### src/rtl/pattern_pkg.sv
// Shared types for the video test-pattern generator: pattern modes, an RGB
// triple and the colour-bar lookup.
package pattern_pkg;

  typedef enum logic [2:0] {
    MODE_BARS  = 3'd0,
    MODE_RAMP  = 3'd1,
    MODE_CHECK = 3'd2,
    MODE_MBAR  = 3'd3
  } mode_e;

  // Widest colour component any instance may use; callers truncate to CW.
  localparam int RGB_MAXW = 16;

  typedef struct packed {
    logic [RGB_MAXW-1:0] r;
    logic [RGB_MAXW-1:0] g;
    logic [RGB_MAXW-1:0] b;
  } rgb_t;

  // Bar order left to right: white, yellow, cyan, green, magenta, red, blue, black.
  function automatic rgb_t bar_colour(input logic [2:0] idx, input logic [RGB_MAXW-1:0] lvl);
    logic [2:0] m;
    rgb_t       c;
    case (idx)
      3'd0:    m = 3'b111;
      3'd1:    m = 3'b110;
      3'd2:    m = 3'b011;
      3'd3:    m = 3'b010;
      3'd4:    m = 3'b101;
      3'd5:    m = 3'b100;
      3'd6:    m = 3'b001;
      default: m = 3'b000;
    endcase
    c.r = m[2] ? lvl : '0;
    c.g = m[1] ? lvl : '0;
    c.b = m[0] ? lvl : '0;
    return c;
  endfunction

endpackage

### src/rtl/pattern_pos_track.sv
// Stage 1: follows de/vs edges to track the pixel position, bar index and
// ramp accumulator, and registers them for the colour stage.
module pattern_pos_track #(
  parameter int H_ACTIVE = 1920,
  parameter int V_ACTIVE = 1080,
  parameter int CW       = 8,
  parameter int FRAC     = 16,
  parameter int XW       = $clog2(H_ACTIVE + 1),
  parameter int YW       = $clog2(V_ACTIVE + 1)
) (
  input  logic          clk,
  input  logic          rst,
  input  logic          de_i,
  input  logic          vs_i,
  output logic          vs_rise,
  output logic          s1_de,
  output logic [XW-1:0] s1_x,
  output logic [YW-1:0] s1_y,
  output logic [2:0]    s1_bar,
  output logic [CW:0]   s1_ramp
);

  localparam int BW  = H_ACTIVE / 8;
  localparam int BCW = (BW > 1) ? $clog2(BW) : 1;
  localparam int AW  = CW + FRAC + 1;
  localparam logic [63:0] MAXV     = (64'd1 << CW) - 64'd1;
  localparam logic [63:0] RAMP_INC = ((MAXV << FRAC) + 64'(H_ACTIVE - 2)) / 64'(H_ACTIVE - 1);
  localparam logic [AW-1:0] INC    = AW'(RAMP_INC);

  logic           de_q, vs_q;
  logic [XW-1:0]  x_cnt;
  logic [YW-1:0]  y_cnt;
  logic [BCW-1:0] bw_cnt;
  logic [2:0]     bar_idx;
  logic [AW-1:0]  acc;
  logic           de_fall;

  assign vs_rise = vs_i & ~vs_q;
  assign de_fall = de_q & ~de_i;

  // NOTE: every register here uses <= so all stage-1 values are taken from
  // the same pre-edge state, regardless of statement order.
  always_ff @(posedge clk or posedge rst) begin
    if (rst) begin
      de_q    <= 1'b0;
      vs_q    <= 1'b0;
      x_cnt   <= '0;
      y_cnt   <= '0;
      bw_cnt  <= '0;
      bar_idx <= '0;
      acc     <= '0;
      s1_de   <= 1'b0;
      s1_x    <= '0;
      s1_y    <= '0;
      s1_bar  <= '0;
      s1_ramp <= '0;
    end else begin
      de_q    <= de_i;
      vs_q    <= vs_i;
      s1_de   <= de_i;
      s1_x    <= x_cnt;
      s1_y    <= y_cnt;
      s1_bar  <= bar_idx;
      s1_ramp <= acc[AW-1:FRAC];

      // Frame start takes priority over a coincident line end.
      if (vs_rise || de_fall) begin
        x_cnt   <= '0;
        bw_cnt  <= '0;
        bar_idx <= '0;
        acc     <= '0;
        if (vs_rise)
          y_cnt <= '0;
        else if (y_cnt != YW'(V_ACTIVE - 1))
          y_cnt <= y_cnt + YW'(1);
      end else if (de_i && x_cnt != XW'(H_ACTIVE)) begin
        x_cnt <= x_cnt + XW'(1);
        acc   <= acc + INC;
        if (bw_cnt == BCW'(BW - 1)) begin
          bw_cnt  <= '0;
          bar_idx <= bar_idx + 3'd1;
        end else begin
          bw_cnt <= bw_cnt + BCW'(1);
        end
      end
    end
  end

endmodule

### src/rtl/pattern_gen.sv
// Registered video test-pattern generator: bars, ramp, checker and moving bar,
// selected per frame, with de/hs/vs re-timed to the 2-cycle pixel pipeline.
module pattern_gen
  import pattern_pkg::*;
#(
  parameter int H_ACTIVE  = 1920,
  parameter int V_ACTIVE  = 1080,
  parameter int CW        = 8,
  parameter int CHK_LOG2  = 6,
  parameter int MBAR_W    = 64,
  parameter int MBAR_STEP = 8,
  parameter int FRAC      = 16
) (
  input  logic          clk,
  input  logic          rst,
  input  logic          de_i,
  input  logic          hs_i,
  input  logic          vs_i,
  input  logic [2:0]    mode_i,
  output logic          de_o,
  output logic          hs_o,
  output logic          vs_o,
  output logic [CW-1:0] r,
  output logic [CW-1:0] g,
  output logic [CW-1:0] b,
  output logic [2:0]    mode_o
);

  localparam int XW = $clog2(H_ACTIVE + 1);
  localparam int YW = $clog2(V_ACTIVE + 1);
  localparam logic [CW-1:0] MAXC = '1;
  localparam logic [CW-1:0] L75  = CW'(3 << (CW - 2));

  logic          vs_rise, s1_de;
  logic [XW-1:0] s1_x;
  logic [YW-1:0] s1_y;
  logic [2:0]    s1_bar;
  logic [CW:0]   s1_ramp;

  pattern_pos_track #(
    .H_ACTIVE (H_ACTIVE),
    .V_ACTIVE (V_ACTIVE),
    .CW       (CW),
    .FRAC     (FRAC),
    .XW       (XW),
    .YW       (YW)
  ) u_pos (
    .clk     (clk),
    .rst     (rst),
    .de_i    (de_i),
    .vs_i    (vs_i),
    .vs_rise (vs_rise),
    .s1_de   (s1_de),
    .s1_x    (s1_x),
    .s1_y    (s1_y),
    .s1_bar  (s1_bar),
    .s1_ramp (s1_ramp)
  );

  logic [2:0]    mode_q;
  logic [XW-1:0] pos;
  logic [XW:0]   pos_nxt;
  logic          hs_d1, vs_d1;

  assign pos_nxt = {1'b0, pos} + (XW + 1)'(MBAR_STEP);
  assign mode_o  = mode_q;

  always_ff @(posedge clk or posedge rst) begin
    if (rst) begin
      mode_q <= '0;
      pos    <= '0;
    end else if (vs_rise) begin
      mode_q <= mode_i;
      pos    <= (pos_nxt >= (XW + 1)'(H_ACTIVE)) ? '0 : pos_nxt[XW-1:0];
    end
  end

  rgb_t          bar_c;
  logic [31:0]   xw, yw, pw;
  logic          chk_on, in_bar;
  logic [CW-1:0] r_n, g_n, b_n;

  // NOTE: every signal driven here gets a default before the case, so no
  // path can leave it unassigned and infer a latch.
  always_comb begin
    bar_c  = bar_colour(s1_bar, RGB_MAXW'(L75));
    xw     = 32'(s1_x);
    yw     = 32'(s1_y);
    pw     = 32'(pos);
    chk_on = (((xw ^ yw) >> CHK_LOG2) & 32'd1) != 32'd0;
    in_bar = (xw >= pw) && (xw < pw + 32'(MBAR_W));
    r_n    = '0;
    g_n    = '0;
    b_n    = '0;
    if (s1_de && s1_x < XW'(H_ACTIVE)) begin
      case (mode_q)
        MODE_BARS: begin
          r_n = CW'(bar_c.r);
          g_n = CW'(bar_c.g);
          b_n = CW'(bar_c.b);
        end
        MODE_RAMP: begin
          r_n = s1_ramp[CW] ? MAXC : s1_ramp[CW-1:0];
          g_n = r_n;
          b_n = r_n;
        end
        MODE_CHECK: if (chk_on) begin
          r_n = MAXC;
          g_n = MAXC;
          b_n = MAXC;
        end
        MODE_MBAR: if (in_bar) begin
          r_n = MAXC;
          g_n = MAXC;
          b_n = MAXC;
        end
        default: ;
      endcase
    end
  end

  // Stage 2: colour output and the matching sync delay.
  always_ff @(posedge clk or posedge rst) begin
    if (rst) begin
      hs_d1 <= 1'b0;
      vs_d1 <= 1'b0;
      de_o  <= 1'b0;
      hs_o  <= 1'b0;
      vs_o  <= 1'b0;
      r     <= '0;
      g     <= '0;
      b     <= '0;
    end else begin
      hs_d1 <= hs_i;
      vs_d1 <= vs_i;
      de_o  <= s1_de;
      hs_o  <= hs_d1;
      vs_o  <= vs_d1;
      r     <= r_n;
      g     <= g_n;
      b     <= b_n;
    end
  end

endmodule

### config.mk
export PLATFORM = sky130hd
export DESIGN_NAME = pattern_gen
export DESIGN_NICKNAME = d
export VERILOG_FILES = /design/src/rtl/pattern_pkg.sv /design/src/rtl/pattern_pos_track.sv /design/src/rtl/pattern_gen.sv
export SDC_FILE = /design/constraint.sdc
export NUM_CORES = 1
export LEC_CHECK = 0
export BUFFER_PORTS_ARGS = -buffer_cell sky130_fd_sc_hd__buf_2
export CAP_MARGIN = 20
export CORE_MARGIN = 2
export CORE_UTILIZATION = 60
export DETAILED_ROUTE_END_ITERATION = 16
export HOLD_SLACK_MARGIN = 0.05
export PLACE_DENSITY = 0.76
export SYNTH_ARGS = -nofsm -noshare
export SYNTH_HDL_FRONTEND = slang
export SYNTH_HIERARCHICAL = 1
export SYNTH_SLANG_ARGS = --single-unit
export TNS_END_PERCENT = 1
### constraint.sdc
create_clock -name clk -period 6.9 [get_ports clk]
set_clock_uncertainty 0.15 [all_clocks]
set_input_delay 1.725 -clock clk [delete_from_list [all_inputs] [get_ports clk]]
set_output_delay 1.725 -clock clk [all_outputs]
set_load 0.005 [all_outputs]
; Yosys cells after proc, flatten, opt, wreduce, memory -nomap -nowiden
; Index checks and enable logic that the tools add are counted.
[totals]
wordCells = 85
reg_bits = 132
input_bits = 8
[classes]
bitwise_logic = 5
n_addsub = 7
reduce_logical = 11
n_mux = 26
n_lt_le_gt_ge = 4
n_eq_ne = 12
[op_table]
columns = op, count
row1 = $mux W8, 12
row2 = $pmux W8 S4, 3
row3 = $mux W11, 5
row4 = $mux W25, 2
row5 = $add A25 B14 Y25 const B, 1
row6 = $add A11 B1 Y11 const B, 2
row7 = $ne A11 B11 Y1 const B, 2
row8 = $pmux W3 S7, 1
row9 = $add A11 B4 Y12 const B, 1
row10 = $add A11 B7 Y12 const B, 1
row11 = $eq A3 B2 Y1 const B, 4
row12 = $ge A12 B11 Y1 const B, 1
row13 = $lt A11 B12 Y1, 1
row14 = $ge A11 B11 Y1, 1
row15 = $lt A11 B11 Y1 const B, 1
row16 = $eq A3 B3 Y1 const B, 3
row17 = $mux W3, 3
row18 = $add A8 B1 Y8 const B, 1
row19 = $eq A8 B8 Y1 const B, 1
row20 = $xor A7 B7 Y7, 1
row21 = $eq A3 B1 Y1 const B, 2
row22 = $logic_not A3 Y1, 2
row23 = $reduce_bool A2 Y1, 3
row24 = $reduce_and A2 Y1, 2
row25 = other kinds (5), 9

; Longest topological paths before layout
; Gate-level depths: netlist (run 1).
[depth]
depth_word = 6
ltp_mapped = 10
ltp_nobuf = 8

; Cells and area by module
; Netlist (run 1), hierarchy kept.
[by_module_without_submodules]
columns = mod, n_inst, cells_per_inst, area_per_inst_um2
row1 = pattern_pos_track, 1, 353, 3952.5
row2 = pattern_gen, 1, 165, 1656.6

; Least setup slack after synthesis (run 1)
; No wires, ideal clock.
[synth_timing]
kind = input to register
from = input vs_i
to = register pos[3]
n_path_buf = 2
path_slack_ps = 3536
t_arrival_ps = 3078
setup_time_ps = 136
stages = 8
path_cell_list = nand2b_1 > clkbuf_2 > inv_1 > clkbuf_1 > nand4_1 > o211ai_1 > nor4b_2 > nor2_1
[synth_between]
elab_chain_len = 1
[synth_lines]
columns = item, line
row1 = "start, declared", pattern_gen.sv:18  ; input logic vs_i,
row2 = $and A1 B1 Y1, pattern_pos_track.sv:38  ; assign vs_rise = vs_i & ~vs_q;
row3 = named net vs_rise, pattern_gen.sv:34  ; logic vs_rise, s1_de;
row4 = "end signal, assigned", pattern_gen.sv:74  ; pos <= (pos_nxt >= (XW + 1)'(H_ACTIVE)) ? '0 : pos_nxt[XW-1:0];
row5 = "end, declared", pattern_gen.sv:61  ; logic [XW-1:0] pos;
; The timed path passes the listed nets, and every way through them passes these cells.
; A chain may end at the register's enable or synchronous reset.

; Final worst setup path (run 1)
; Same ends and word-level chain as after synthesis.

==> metrics, run 1 <==
fraction of layout cells with a size suffix above 1 0.1370; Clock Tree Buf Depth 2; largest net degree at the start of global routing 82; worst-margin pin slew 0.7775 ns; grt met1 use 0.2852; worst skew pair latency 0.37 ns; WS Path Type input port to register; grt total ovfl 0; vias in the first global route 3704; PwrDens 245.8 nW/um^2; DRT Pass-1 Iters 4; routed via count 3765; met3 GRT Util 0.03221; Ant. Diodes 0; Worst Setup Start Kind input port; Die W 97.84 microns; unrepaired setup endpoints after global routing no; Post-CTS Setup Bufs 0; crit-path cells buf_2, nand2b_1, inv_1, nand4_1, o211ai_1, nor4b_2, nor2_1; Core ar. 8636 sq um; initial DRC count 150; Multi-input gate area 2272 sq um; Hold WC Path Type register to register; CP max FO 23; status complete, no violations; Tcrit/Tclk final 0.5265; hold slack 0.2070 ns; max-cap viol count 0; area grow syn2layout 7.909%; CTS tree done; Routed WL per cell 14.87 microns; Max-slew headroom 0.4751; row count 34; CP delay by family, top simple AND/OR/NAND/NOR gates; Leakage 2.687 nW; Hold Vio Cnt, Final 0; Peak Freq 0.2753 GHz; hold buffers post-CTS 0; critical path required time 6.99 ns; Final TNS setup 0 ns; first-pass GRT wire length 16910 microns; CP peak stage delay 0.65 ns; Arr. time, crit path 3.73 ns; PortBufs 37; Peak VDD IR 0.0001333 V; final WL 9532 microns; Vias/cell 5.874; Syn Std Cell Area 5284 sq um; DP Wirelength 6392 microns; Slew Limit Fails 0; Tmin final 3.633 ns; commonest non-fill, non-tap cell in the layout dfrtp_1; yosys warns 6; gr usage total 0.2117; Clock transition at path regs 0.11 ns; dpl cell area 5418 sq um; io pins 38; Die ar. 9573 sq um; gr busiest metal met2; CTS Sinks 109; filler instances 664; CP max-delay cell inv_1; most frequent cells in the layout dfrtp_1 (109), nor2_1 (54), buf_2 (37); Pwr Total 0.001401 W; Clock Tree Root clkbuf_8; CTS buffer count 9; Synth Instances 505; effective utilization at floorplan 0.6119; DRC viols 0; met2 usage 0.3467; Reg area 2728 sq um; Net Count, Synth 534; final setup violating endpoints 0; Final Core Density 0.6602; CTS resizes 0; initial antenna violation count 0; Post-Layout Inst Area 5702 sq um; GPL Wtd Cong 0.8755; Routed Antenna Nets 0; chip height 97.84 microns; Total Nets Final 557; H-tree depth reported by CTS 3; CP bufs+invs 2; crit end category register; syn avg cell area 10.46 sq um
## stage by stage
step,setup slack [ns],instances
after floorplan,2.945,505
after global placement,3.036,622
after detailed placement,2.880,622
after CTS,3.274,638
after global routing,2.984,641
final,3.267,641
## power by group
part           switching, W  internal [W]  total [W]
Clock              0.000229      0.000178   0.000407
Sequential        0.0000601      0.000683   0.000744
Combinational      0.000146      0.000105   0.000251
Total              0.000436      0.000966    0.00140
## flip-flops by register name, indices dropped and copies added, names as in the netlist
register       count
u_pos/s1_x         8
b                  8
pos                8
u_pos/s1_bar       3
u_pos/s1_ramp      9
r                  2
u_pos/vs_q         1
mode_o             3
u_pos/bw_cnt       8
de_o               1
hs_o               1
vs_d1              1
hs_d1              1
u_pos/de_q         1
u_pos/s1_y         1
u_pos/acc         25
u_pos/bar_idx      3
vs_o               1
u_pos/y_cnt       11
u_pos/x_cnt       11
g                  2
## worst register-to-register path, delay by kind of cell (launching register included)
family / cells / cell delay (ns)
compound gates: 1 / 0.21
flops: 1 / 0.39
buf+inv: 1 / 0.65
simple gates: 4 / 1.13
## routing by layer
layer  wire, microns  vias to the layer above
met5               0                        -
met1            4404                     1837
met4             102                        0
met2            4600                      103
met3             425                       12
li1                -                     1813
## cell type report
type	count	share of cell area
multi-input combinational	345	0.3985
tap	108	0.02370
timing repair buffer	43	0.04872
sequential	109	0.4784
clock inverter	7	0.01580
inverter	20	0.01317
clock buffer	9	0.02172
## final timing paths
| path | from | to | slack (ns) | cells after the start |
|---|---|---|---|---|
| max | vs_i | pos[3] | 3.27 | 7 |
| min | vs_d1 | vs_o | 0.21 | 0 |
| max reg2reg | u_pos/vs_q | pos[3] | 4.25 | 6 |
| min reg2reg | vs_d1 | vs_o | 0.21 | 0 |
| max in group asynchronous | rst | u_pos/acc[13] | 4.90 | 4 |
| min in group asynchronous | rst | b[0] | 1.14 | 2 |
Note: power is estimated with default switching activity, not from simulation.
==> inputs of run 2 (changes only) <==
- CORE_UTILIZATION: 60 -> 55
- PLACE_DENSITY: 0.76 -> 0.73
- clock period: 6.9 -> 3.3 ns (I/O delays scaled with it)
==> run 2 against run 1 <==
  * Sequential cell count is the same
  * Count of clock-buffer cells in the layout is the same
  * Wire length shrank 2.3%
  * Via count shrank 1.5%
  * Final area shrank 0.29%
  * Critical path depth grew 1
  * Combinational power grew 110%
  * Sequential share of layout area grew 0.14 points
  * Final cell count grew 3.6%
  * Global-route usage shrank 1.6 points
  * Power grew 100%
==> metrics, run 2 (synthesis results as in run 1) <==
final setup violating endpoints 0 (unchanged); io pins 38 (unchanged); initial antenna violation count 0 (unchanged); DP Wirelength 6602 microns (was 6392 microns); Multi-input gate area 2272 sq um (unchanged); hold buffers post-CTS 0 (unchanged); hold slack 0.2095 ns (was 0.2070 ns); Tcrit/Tclk final 0.7722; CP max-delay cell dfrtp_1 (was inv_1); Routed WL per cell 14.03 microns (was 14.87 microns); Hold Vio Cnt, Final 0 (unchanged); Post-CTS Setup Bufs 0 (unchanged); Die ar. 10410 sq um (was 9573 sq um); H-tree depth reported by CTS 3 (unchanged); Total Nets Final 559 (was 557); largest net degree at the start of global routing 48 (was 82); CTS Sinks 109 (unchanged); Leakage 2.669 nW (was 2.687 nW); fraction of layout cells with a size suffix above 1 0.1402 (was 0.1370); filler instances 787 (was 664); CP bufs+invs 1 (was 2); PortBufs 37 (unchanged); first-pass GRT wire length 16190 microns (was 16910 microns); Post-Layout Inst Area 5685 sq um (was 5702 sq um); Max-slew headroom 0.4371 (was 0.4751); origin of the critical flop-to-flop path pos[6] (was u_pos/vs_q); WS Path Type register to register (was input port to register); Clock Tree Buf Depth 2 (unchanged); most frequent cells in the layout dfrtp_1 (109), nor2_1 (54), buf_2 (37) (unchanged); row count 35 (was 34); PwrDens 502.3 nW/um^2 (was 245.8 nW/um^2); GPL Wtd Cong 0.8615 (was 0.8755); Peak Freq 0.3924 GHz; chip height 102.0 microns (was 97.84 microns); crit-path cells ha_1, inv_1, ha_1, a21o_1, a21o_1, a211oi_1, o2111ai_2, o21ai_0 (was buf_2, nand2b_1, inv_1, nand4_1, o211ai_1, nor4b_2, nor2_1); Top reg by flops u_pos/acc (unchanged); vias in the first global route 3608 (was 3704); Ant. Diodes 0 (unchanged); CTS resizes 0 (unchanged); max-cap viol count 0 (unchanged); Reg area 2728 sq um (unchanged); Peak VDD IR 0.0002354 V (was 0.0001333 V); final WL 9313 microns (was 9532 microns); Routed Antenna Nets 0 (unchanged); critical path required time 3.45 ns (was 6.99 ns); effective utilization at floorplan 0.5691 (was 0.6119); commonest non-fill, non-tap cell in the layout dfrtp_1 (unchanged); routed via count 3709 (was 3765); CP peak stage delay 0.49 ns (was 0.65 ns); Die W 102.0 microns (was 97.84 microns); CP max FO 12 (was 23); CTS buffer count 9 (unchanged); Final Core Density 0.6124 (was 0.6602); area grow syn2layout 7.601% (was 7.909%); Clock transition at path regs 0.12 ns (was 0.11 ns); status complete, no violations (unchanged); Clock Tree Root clkbuf_8 (unchanged); Final TNS setup 0 ns (unchanged); Pwr Total 0.002856 W (was 0.001401 W); Core ar. 9284 sq um (was 8636 sq um); Tmin final 2.548 ns; grt total ovfl 0 (unchanged); dpl cell area 5482 sq um (was 5418 sq um); crit end category register (unchanged); DRT Pass-1 Iters 4 (unchanged); Vias/cell 5.586 (was 5.874); DRC viols 0 (unchanged); Hold WC Path Type register to register (unchanged); Slew Limit Fails 0 (unchanged); CTS tree done (unchanged); max reg flops 25 (unchanged); worst-margin pin slew 0.8338 ns (was 0.7775 ns); Worst Setup Start Kind register (was input port); unrepaired setup endpoints after global routing no (unchanged); CP delay by family, top compound AO/OA/AOI/OAI gates (was simple AND/OR/NAND/NOR gates); gr usage total 0.1954 (was 0.2117); HP Start vs_d1 (unchanged); Largest regs u_pos/acc: 25 flops, u_pos/x_cnt: 11 flops, u_pos/y_cnt: 11 flops (unchanged); Arr. time, crit path 2.70 ns (was 3.73 ns); crit path from pos[6] (was vs_i); initial DRC count 99 (was 150); worst skew pair latency 0.37 ns (about the same)
-- run 2: changes by cell type in the layout (fill, tap and decap cells not counted), sizes merged --
cell / delta
buf: +2
bufinv: -1
clkinv: +3
clkinvlp: +1
inv: -3
-- run 2: path summary, 6_finish.rpt --
check	end	slack [ns]	cells after the start
max in group asynchronous	u_pos/x_cnt[1]	2.18	3
hold / removal	vs_o	0.21	0
min in group asynchronous	b[3]	0.36	3
hold reg to reg	vs_o	0.21	0
setup reg to reg	r[6]	0.75	8
setup / recovery	r[6]	0.75	8
-- run 2: cell type report --
| class | count | share of cell area |
|---|---|---|
| timing repair buffer | 45 | 0.04313 |
| multi-input combinational | 345 | 0.3996 |
| inverter | 20 | 0.01320 |
| tap | 129 | 0.02839 |
| clock inverter | 7 | 0.01408 |
| sequential | 109 | 0.4798 |
| clock buffer | 9 | 0.02179 |
-- run 2: where the power goes --
group	leakage, nW	internal, W	switching, W
clock	0.0990	0.000300	0.000484
combinational	1.10	0.000216	0.000302
sequential	1.47	0.00143	0.000124
total	2.67	0.00195	0.000910
-- run 2: metal layers --
| layer | wire [microns] | share of wire | vias up | track usage |
|---|---|---|---|---|
| met5 | 0 | 0 | - | 0 |
| li1 | - | - | 1824 | - |
| met4 | 136 | 0.015 | 0 | 0.08513 |
| met3 | 253 | 0.027 | 10 | 0.03420 |
| met1 | 4517 | 0.49 | 1810 | 0.2598 |
| met2 | 4405 | 0.47 | 65 | 0.3173 |
-- run 2: per-stage QoR --
| step | std cells | setup WS (ns) |
|---|---|---|
| floorplan | 505 | 0.2449 |
| global placement | 648 | 0.5714 |
| detailed placement | 648 | 0.4450 |
| CTS | 664 | 0.7380 |
| global route | 664 | 0.5934 |
| finish | 664 | 0.7518 |
